## src/rtl/uart_apb_ctrl.sv

```systemverilog
// uart_apb_ctrl: APB register front-end for the SoC UART.
// Holds CTRL and a TX FIFO, and feeds the transmitter one byte at a time
// using its idle flag as a handshake. Received bytes are drained into a
// holding register with overrun detection. A single registered irq is
// raised from the TX and RX sources.
module uart_apb_ctrl #(
  parameter int TX_DEPTH    = 8,
  parameter int ACK_TIMEOUT = 255
) (
  input  logic        PCLK,
  input  logic        PRESETn,
  input  logic        PSEL,
  input  logic        PENABLE,
  input  logic        PWRITE,
  input  logic [3:0]  PADDR,
  input  logic [31:0] PWDATA,
  output logic [31:0] PRDATA,
  output logic        PREADY,
  output logic        PSLVERR,
  output logic        spen,
  output logic        txen,
  output logic        rxen,
  output logic [1:0]  baud_sel,
  output logic [1:0]  uart_control,
  output logic [7:0]  tx_wdata,
  output logic        tx_we,
  input  logic        tx_idle,
  input  logic [7:0]  rx_data,
  input  logic        rx_flag,
  output logic        rx_re,
  output logic        irq
);

  localparam int PTR_W = (TX_DEPTH > 1) ? $clog2(TX_DEPTH) : 1;
  localparam int CNT_W = PTR_W + 1;
  localparam int TMR_W = $clog2(ACK_TIMEOUT + 1);

  typedef enum logic [1:0] {S_IDLE, S_LOAD, S_WAIT_BUSY, S_WAIT_DONE} tx_state_e;

  // APB decode; misaligned accesses answer with PSLVERR and have no side effects
  logic       access, wr, rd, addr_ok;
  logic [1:0] sel;
  logic       wr_txd, rd_rxd, wr_ctrl, wr_stat, flush;

  assign access  = PSEL & PENABLE;
  assign wr      = access & PWRITE;
  assign rd      = access & ~PWRITE;
  assign addr_ok = (PADDR[1:0] == 2'b00);
  assign sel     = PADDR[3:2];
  assign wr_txd  = wr & addr_ok & (sel == 2'd0);
  assign rd_rxd  = rd & addr_ok & (sel == 2'd1);
  assign wr_ctrl = wr & addr_ok & (sel == 2'd2);
  assign wr_stat = wr & addr_ok & (sel == 2'd3);
  assign flush   = wr_ctrl & PWDATA[9];

  assign PREADY  = 1'b1;
  assign PSLVERR = access & ~addr_ok;

  logic unused_pwdata;
  assign unused_pwdata = ^PWDATA[31:10];

  // ---------------- state ----------------
  logic [8:0]       ctrl_q;
  logic [7:0]       mem_q [TX_DEPTH];
  logic [PTR_W-1:0] wr_ptr_q, rd_ptr_q;
  logic [CNT_W-1:0] cnt_q;
  tx_state_e        state_q, state_d;
  logic [TMR_W-1:0] timer_q, timer_d;
  logic [7:0]       tx_wdata_q;
  logic             arm_q, rx_valid_q, rx_ovr_q, tx_ovf_q, tx_err_q, irq_q;
  logic [7:0]       rx_hold_q;

  logic fifo_empty, fifo_full, tx_busy, pop, push_acc, push_drop, tx_err_set;
  logic rx_fire, rx_take;

  assign fifo_empty = (cnt_q == '0);
  assign fifo_full  = (cnt_q == CNT_W'(TX_DEPTH));
  assign tx_busy    = (state_q != S_IDLE);
  // A pop in the same cycle frees a slot, so a full FIFO can still accept
  assign push_acc   = wr_txd & ~flush & (~fifo_full | pop);
  assign push_drop  = wr_txd & fifo_full & ~pop;

  assign spen         = ctrl_q[0];
  assign txen         = ctrl_q[1];
  assign rxen         = ctrl_q[2];
  assign baud_sel     = ctrl_q[4:3];
  assign uart_control = ctrl_q[6:5];
  assign tx_wdata     = tx_wdata_q;
  assign tx_we        = (state_q == S_LOAD);
  assign irq          = irq_q;

  // CTRL register; a write carrying TXFLUSH only flushes and leaves CTRL alone
  always_ff @(posedge PCLK or negedge PRESETn) begin
    if (!PRESETn)                ctrl_q <= '0;
    else if (wr_ctrl && !flush)  ctrl_q <= PWDATA[8:0];
  end

  // FIFO storage (no reset needed, validity is tracked by the pointers)
  always_ff @(posedge PCLK) begin
    if (push_acc) mem_q[wr_ptr_q] <= PWDATA[7:0];
  end

  // FIFO pointers and occupancy
  always_ff @(posedge PCLK or negedge PRESETn) begin
    if (!PRESETn) begin
      wr_ptr_q <= '0;
      rd_ptr_q <= '0;
      cnt_q    <= '0;
    end else if (flush) begin
      rd_ptr_q <= wr_ptr_q;
      cnt_q    <= '0;
    end else begin
      if (push_acc) wr_ptr_q <= wr_ptr_q + PTR_W'(1);
      if (pop)      rd_ptr_q <= rd_ptr_q + PTR_W'(1);
      case ({push_acc, pop})
        2'b10:   cnt_q <= cnt_q + CNT_W'(1);
        2'b01:   cnt_q <= cnt_q - CNT_W'(1);
        default: cnt_q <= cnt_q;
      endcase
    end
  end

  // TX sequencer next-state: pop, strobe, wait for busy, wait for idle
  always_comb begin
    state_d    = state_q;
    timer_d    = timer_q;
    pop        = 1'b0;
    tx_err_set = 1'b0;
    case (state_q)
      S_IDLE: begin
        if (!fifo_empty && spen && txen && tx_idle) begin
          pop     = 1'b1;
          state_d = S_LOAD;
        end
      end
      S_LOAD: begin
        timer_d = '0;
        state_d = S_WAIT_BUSY;
      end
      S_WAIT_BUSY: begin
        if (!tx_idle) begin
          state_d = S_WAIT_DONE;
        end else if (timer_q == TMR_W'(ACK_TIMEOUT - 1)) begin
          // transmitter never took the byte: give up on it
          tx_err_set = 1'b1;
          state_d    = S_IDLE;
        end else begin
          timer_d = timer_q + TMR_W'(1);
        end
      end
      S_WAIT_DONE: begin
        if (tx_idle) state_d = S_IDLE;
      end
      default: state_d = S_IDLE;
    endcase
  end

  // TX sequencer registers; tx_wdata holds until the next pop
  always_ff @(posedge PCLK or negedge PRESETn) begin
    if (!PRESETn) begin
      state_q    <= S_IDLE;
      timer_q    <= '0;
      tx_wdata_q <= '0;
    end else begin
      state_q <= state_d;
      timer_q <= timer_d;
      if (pop) tx_wdata_q <= mem_q[rd_ptr_q];
    end
  end

  // RX drain: one rx_re per rising rx_flag; a read in the capture cycle
  // frees the holding register, so the new byte is kept without overrun
  assign rx_fire = rxen & spen & rx_flag & arm_q;
  assign rx_re   = rx_fire;
  assign rx_take = rx_fire & (~rx_valid_q | rd_rxd);

  always_ff @(posedge PCLK or negedge PRESETn) begin
    if (!PRESETn) begin
      arm_q      <= 1'b1;
      rx_valid_q <= 1'b0;
      rx_hold_q  <= '0;
    end else begin
      if (rx_fire)       arm_q <= 1'b0;
      else if (!rx_flag) arm_q <= 1'b1;
      if (rx_take) begin
        rx_hold_q  <= rx_data;
        rx_valid_q <= 1'b1;
      end else if (rd_rxd) begin
        rx_valid_q <= 1'b0;
      end
    end
  end

  // Sticky error bits: hardware set beats a same-cycle W1C
  always_ff @(posedge PCLK or negedge PRESETn) begin
    if (!PRESETn) begin
      rx_ovr_q <= 1'b0;
      tx_ovf_q <= 1'b0;
      tx_err_q <= 1'b0;
    end else begin
      if (rx_fire && !rx_take)      rx_ovr_q <= 1'b1;
      else if (wr_stat && PWDATA[4]) rx_ovr_q <= 1'b0;
      if (push_drop)                tx_ovf_q <= 1'b1;
      else if (wr_stat && PWDATA[5]) tx_ovf_q <= 1'b0;
      if (tx_err_set)               tx_err_q <= 1'b1;
      else if (wr_stat && PWDATA[6]) tx_err_q <= 1'b0;
    end
  end

  // Registered interrupt, one cycle behind its sources
  always_ff @(posedge PCLK or negedge PRESETn) begin
    if (!PRESETn) irq_q <= 1'b0;
    else          irq_q <= (ctrl_q[7] & fifo_empty & ~tx_busy) |
                           (ctrl_q[8] & (rx_valid_q | rx_ovr_q));
  end

  // FIFO count shown in STATUS saturates at 15
  logic [31:0] cnt_ext;
  logic [3:0]  cnt_disp;
  always_comb begin
    cnt_ext  = 32'(cnt_q);
    cnt_disp = (cnt_ext > 32'd15) ? 4'hF : cnt_ext[3:0];
  end

  // Read mux, combinational during the access phase only
  always_comb begin
    PRDATA = '0;
    if (access) begin
      case (sel)
        2'd1:    if (rx_valid_q) PRDATA = {24'b0, rx_hold_q};
        2'd2:    PRDATA = {23'b0, ctrl_q};
        2'd3:    PRDATA = {20'b0, cnt_disp, 1'b0, tx_err_q, tx_ovf_q, rx_ovr_q,
                           rx_valid_q, tx_busy, fifo_full, fifo_empty};
        default: PRDATA = '0;
      endcase
    end
  end

endmodule
```

## config.mk

```make
export PLATFORM = sky130hd
export DESIGN_NAME = uart_apb_ctrl
export DESIGN_NICKNAME = d
export VERILOG_FILES = /design/src/rtl/uart_apb_ctrl.sv
export SDC_FILE = /design/constraint.sdc
export NUM_CORES = 1
export LEC_CHECK = 0
export BUFFER_PORTS_ARGS = -buffer_cell sky130_fd_sc_hd__buf_2
export CORE_UTILIZATION = 56
export DETAILED_ROUTE_END_ITERATION = 7
export PLACE_DENSITY_LB_ADDON = 0.3
export SYNTH_ARGS = -nofsm -noshare
export SYNTH_HDL_FRONTEND = slang
export SYNTH_SLANG_ARGS = --single-unit
```

## constraint.sdc

```tcl
create_clock -name PCLK -period 8.1 [get_ports PCLK]
set_clock_uncertainty 0.1 [all_clocks]
set_input_delay 0.81 -clock PCLK [delete_from_list [all_inputs] [get_ports PCLK]]
set_output_delay 0.81 -clock PCLK [all_outputs]
set_load 0.1 [all_outputs]
```

* Yosys cells after proc, flatten, opt, wreduce, memory -nomap -nowiden
Memory sizes are Yosys's and may differ from the RTL's. A register that Yosys moved wholly into a read port is not among the register bits. Index checks and enable logic that the tools add are counted.
Word-level totals: register bits after elaboration 43, memory bits (writable) 64, bits of input ports 51, output and inout port bits 52, logic and storage cells 127, memories kept 1
Memory list:
- mem_q | words 8, bits a word 8, rd ports 1, clocked after memory_dff 1, wr ports 1, line 64 | logic [7:0] mem_q [TX_DEPTH];
Cells by class: add/subtract/negate cells 5, eq/ne operators 16, muxes and demuxes 32, bitwise logic cells 33, reductions and logical operators 27
Operator list (count):
- $pmux W32 S3 | 1
- $mux W32 | 1
- $mux W8 | 3
- $and A1 B1 Y1 | 22
- $mux W1 | 17
- $pmux W8 S2 | 1
- $reduce_bool A2 Y1 | 7
- $eq A2 B2 Y1 const B | 5
- $add A8 B1 Y8 const B | 1
- $eq A8 B8 Y1 const B | 1
- $logic_and A1 B1 Y1 | 8
- $mux W2 | 4
- $ne A2 B2 Y1 const B | 4
- $pmux W2 S4 | 1
- $pmux W4 S2 | 1
- $not A1 Y1 | 7
- $add A3 B1 Y3 const B | 2
- $eq A2 B1 Y1 const B | 3
- $logic_not A2 Y1 | 3
- $mux W3 | 2
- $reduce_and A3 Y1 | 2
- $add A4 B1 Y4 const B | 1
- $eq A4 B4 Y1 const B | 1
- $logic_not A1 Y1 | 4
- other kinds (8) | 11

* Depth between registers and ports, before layout
depth after elaboration 12, depth in mapped cells 9, depth with buffers taken out 9

* Worst setup path after synthesis
No wires, ideal clock.
kind input to output, start in PADDR[3], end out PRDATA[3], arrival 3.092 ns, slack 4.098 ns, stages 5, buffers on the path 1, cells stage by stage clkbuf_1 -> inv_1 -> nor2_1 -> nand2_1 -> a21oi_1
On the way: longest elaborated chain between the ends 3, elaborated cells between the ends (all ways) 5, those cells by class 3 x eq/ne; 2 x mux
Ends and longest elaborated chain:
- start: declaration | line 15 | input logic [3:0] PADDR,
- $eq A2 B2 Y1 or $eq A2 B1 Y1 (tied branches) | line 229 | case (sel)
- $pmux W32 S3 (*) | line 229
- $mux W32 (*) | line 228 | if (access) begin
- end: declaration | line 17 | output logic [31:0] PRDATA,
Mark *: on every way between the ends. The rest lies on a longest branch, timed or not.

* Final worst setup path
start reg cnt_q[1], in the netlist cnt_disp[1], end reg cnt_q[3], in the netlist cnt_disp[3]
On the way: longest elaborated chain between the ends 12, elaborated cells between the ends (all ways) 18, those cells by class 2 x add/sub; 3 x eq/ne; 4 x mux; 3 x bitwise; 6 x reduce/logical
Ends and longest elaborated chain:
- start: declaration | line 66 | logic [CNT_W-1:0] cnt_q;
- start signal: assignment | line 116 | 2'b10: cnt_q <= cnt_q + CNT_W'(1);
- start signal: assignment | line 117 | 2'b01: cnt_q <= cnt_q - CNT_W'(1);
- start signal: assignment | line 118 | default: cnt_q <= cnt_q;
- $logic_not A4 Y1 | line 76 | assign fifo_empty = (cnt_q == '0);
- $logic_not A1 Y1 | line 131 | if (!fifo_empty && spen && txen && tx_idle) begin
- $logic_and A1 B1 Y1 (3 in series) | line 131
- $mux W1 | line 131
- $mux W1 | line 129 | case (state_q)
- $or A1 B1 Y1 | line 80 | assign push_acc = wr_txd & ~flush & (~fifo_full | pop);
- $and A1 B1 Y1 | line 80
- $eq A2 B1 Y1 or $eq A2 B2 Y1 (tied branches) | line 115 | case ({push_acc, pop})
- $pmux W4 S2 | line 115
- $mux W4 | line 109 | end else if (flush) begin
Parallel ways exist; a longest one is shown, timed or not. A chain may end at the register's enable or synchronous reset.

==> results.toml <==
[run_status]
run_status = "completed"

[route]
routed_wl_um = 10400
ant_nets = 0
post-route-drc-count = 0
wl_per_cell_um = 17.7
drtIter0Drc = 128
vias_per_cell = 5.65
num_vias = 3330
dr.pass1.iters = 4

[cells_and_area]
regArea_sq_um = 3200
final_cells = 589
antenna_cells = 0
syn_to_final_growth_pct = 16.1
multi_input_area_sq_um = 1900
finalNetCount = 526
drive_gt1_frac = 0.278
finalInstanceArea_sq_um = 6160
fillers = 677

[floorplanning]
boundaryPins = 103
die_area_sq_um = 9880
fp.dieH_um = 99.4
coreArea_sq_um = 9200
initial_core_util = 0.577
num_rows = 35
die_x_um = 99.4

[logic_synthesis]
synth_cells = 405
yosysTopAreaCellShare = 0.362
synth.area.top_cells = "edfxtp_1, dfrtp_1, mux4_2"
async_flop_share = 0.443
avgSynthCellArea_sq_um = 13.1
synth_seq_cells = 115
synthXorXnorAreaFrac = 0.0148
synth_top_family_by_area = "multiplexers"
yosys.cell_count.top_type = "edfxtp_1"
synth_fa_ha_area_frac = 0.0236
synth-compound-area-share = 0.0716
yosys.area.top_type = "edfxtp_1"
seq_area_frac_synth = 0.602
synth_common_cells = "edfxtp_1, dfrtp_1, nand2_1, buf_4"
ys_types = 50
synthSimpleGateAreaFrac = 0.111
syn_area_sq_um = 5310
muxShareOfSynthArea = 0.123
synth-warning-count = 0
synth_flop_cell = "edfxtp_1"
synth_edf_count = 64

[power_and_ir_drop]
power_density_nw_per_um2 = 268
netSwitchingFraction = 0.286
p_seq_frac = 0.407
intPower_w = 0.00118
clkPwrFrac = 0.435
comb_power_share = 0.158
p_switching_w = 0.000473
leakagePower_nw = 2.56
irDropWorstVdd_mv = 0.158

[placed_design]
portBuffers = 59
dp_hpwl_um = 6940
gp_congestion = 0.850
place_inst = 557
place_area_sq_um = 5590
place_ws_ns = 4.26

[sta]
min_period_ns = 3.54
setup_ws_ns = 4.56
final-max-slew-violation-count = 0
rsz0062_at_grt = "false"
tightestPinTransition_ns = 1.12
fmax_mhz = 282
hold_violations = 0
tns_ns = 0
worst_hold_slack_ns = 0.307
setup_violations = 0
slew_headroom = 0.255
timing.final.crit_share = 0.437

[setup_path]
cp_slowest_cell = "nand3_1"
crit_path_end_kind = "flip-flop"
cp_max_fo = 23
path_cells = "or4_1 > nand3_1 > nor2_1 > ha_1 > o21ai_0 > nor4b_1 > o22ai_1 > a32o_1"
r2r_start = "cnt_disp[1]$_DFFE_PN0P_"
crit_path_max_incr_delay_ns = 0.73
cp_data_arrival_time_ns = 3.83
crit_start = "cnt_disp[1]$_DFFE_PN0P_"
crit_type = "reg -> reg"
critPathRequiredTime_ns = 8.39
cp-start-kind = "flip-flop"

[clock_tree]
cts_hold_buf = 0
htree_levels = 4
tritoncts = "yes"
cts_resized = 0
clkLatencyLatePin_ns = 0.50
cts_buffers = 17
clock-sinks = 115
clockBufferDepth = 2
clk_pin_slew_worst_paths_ns = 0.06
cts_root_buf = "clkbuf_8"
post_cts_buffers = 0

[grt]
grt_pass1_wl_um = 16800
grt_util_all_layers = 0.233
grt_remaining_overflow = 0
antenna_found_initial = 0
grt_start_max_net_pins = 52
grt_pass1_vias = 3313

[min_path]
hold_path_class = "in -> async"

[job]
cap_violations = 0
## per-layer routing
layer  up-vias  wire (um)  GRT usage
li1       1570          -          -
met4         0        121     0.0871
met1      1642       4690      0.300
met5         -          0          0
met2       106       5150      0.384
met3        12        441     0.0590
## power groups by stage
stage / registers [W] / clock network [W] / logic [W]
after floorplan: 0.000683 / 0 / 0.000214
after global placement: 0.000682 / 0 / 0.000252
after detailed placement: 0.000684 / 0 / 0.000260
after CTS: 0.000674 / 0.000727 / 0.000262
after global routing: 0.000678 / 0.000753 / 0.000284
final: 0.000674 / 0.000720 / 0.000261
## worst max-delay path, delay by kind of cell (launching register included)
family | cells | cell delay [ns]
flops | 1 | 0.46
simple gates | 4 | 1.96
compound gates | 3 | 0.51
fa+ha+maj | 1 | 0.40
## cell families after synthesis
family	count (synthesis)
AO/OA/AOI/OAI	60
buffers and inverters	48
AND/OR/NAND/NOR	118
adder cells (fa/ha/maj)	10
XOR/XNOR	9
flip-flops	115
multiplexers	43
other	2
## path summary, 6_finish.rpt
check                      slack (ns)  cells after the start                       to
setup / recovery                 4.56                      8  cnt_disp[3]$_DFFE_PN0P_
hold / removal                   0.31                      2  tx_wdata[3]$_DFFE_PN0P_
setup reg to reg                 4.56                      8  cnt_disp[3]$_DFFE_PN0P_
hold reg to reg                  0.36                      2        arm_q$_DFFE_PN1P_
max in group asynchronous        7.11                      2    ctrl_q[7]$_DFFE_PN0P_
min in group PCLK                0.34                      2        arm_q$_DFFE_PN1P_
## layout make-up
class | instances | share of cell area
well taps | 111 | 0.0225
flip-flops and latches | 115 | 0.519
clock inverters | 10 | 0.0215
repair buffers | 62 | 0.0516
multi-input cells | 261 | 0.309
inverters | 8 | 0.00487
clock buffers | 22 | 0.0718
## cells in the final DEF, fill, tap and decap left out, types with 5 or more instances in the layout
cell,instances
edfxtp_1,64
buf_2,59
dfrtp_1,50
nand2_1,44
nor2_1,24
o21ai_0,24
conb_1,21
mux2_2,18
mux4_2,16
clkbuf_16,16
nor3_1,10
ha_1,10
mux2i_1,9
inv_1,8
a21oi_1,8
nand3_1,7
and3_1,6
a22oi_1,6
xnor2_1,6
a31oi_1,5
## state kept, by name, summed over array words and instances (netlist names)
name and count:
arm_q 1, cnt_disp 4, ctrl_q 9, irq 1
mem_q 64, rd_ptr_q 3, rx_hold_q 8, rx_ovr_q 1
rx_valid_q 1, state_q 2, timer_q 8, tx_err_q 1
tx_ovf_q 1, tx_wdata 8, wr_ptr_q 3
## per-stage QoR
step,power (W),util
global placement,0.000935,0.608
global route,0.00172,0.670
finish,0.00165,0.670
detailed placement,0.000944,0.608
CTS,0.00166,0.670
floorplan,0.000896,-
No activity file was read; power rests on OpenSTA's default activity.
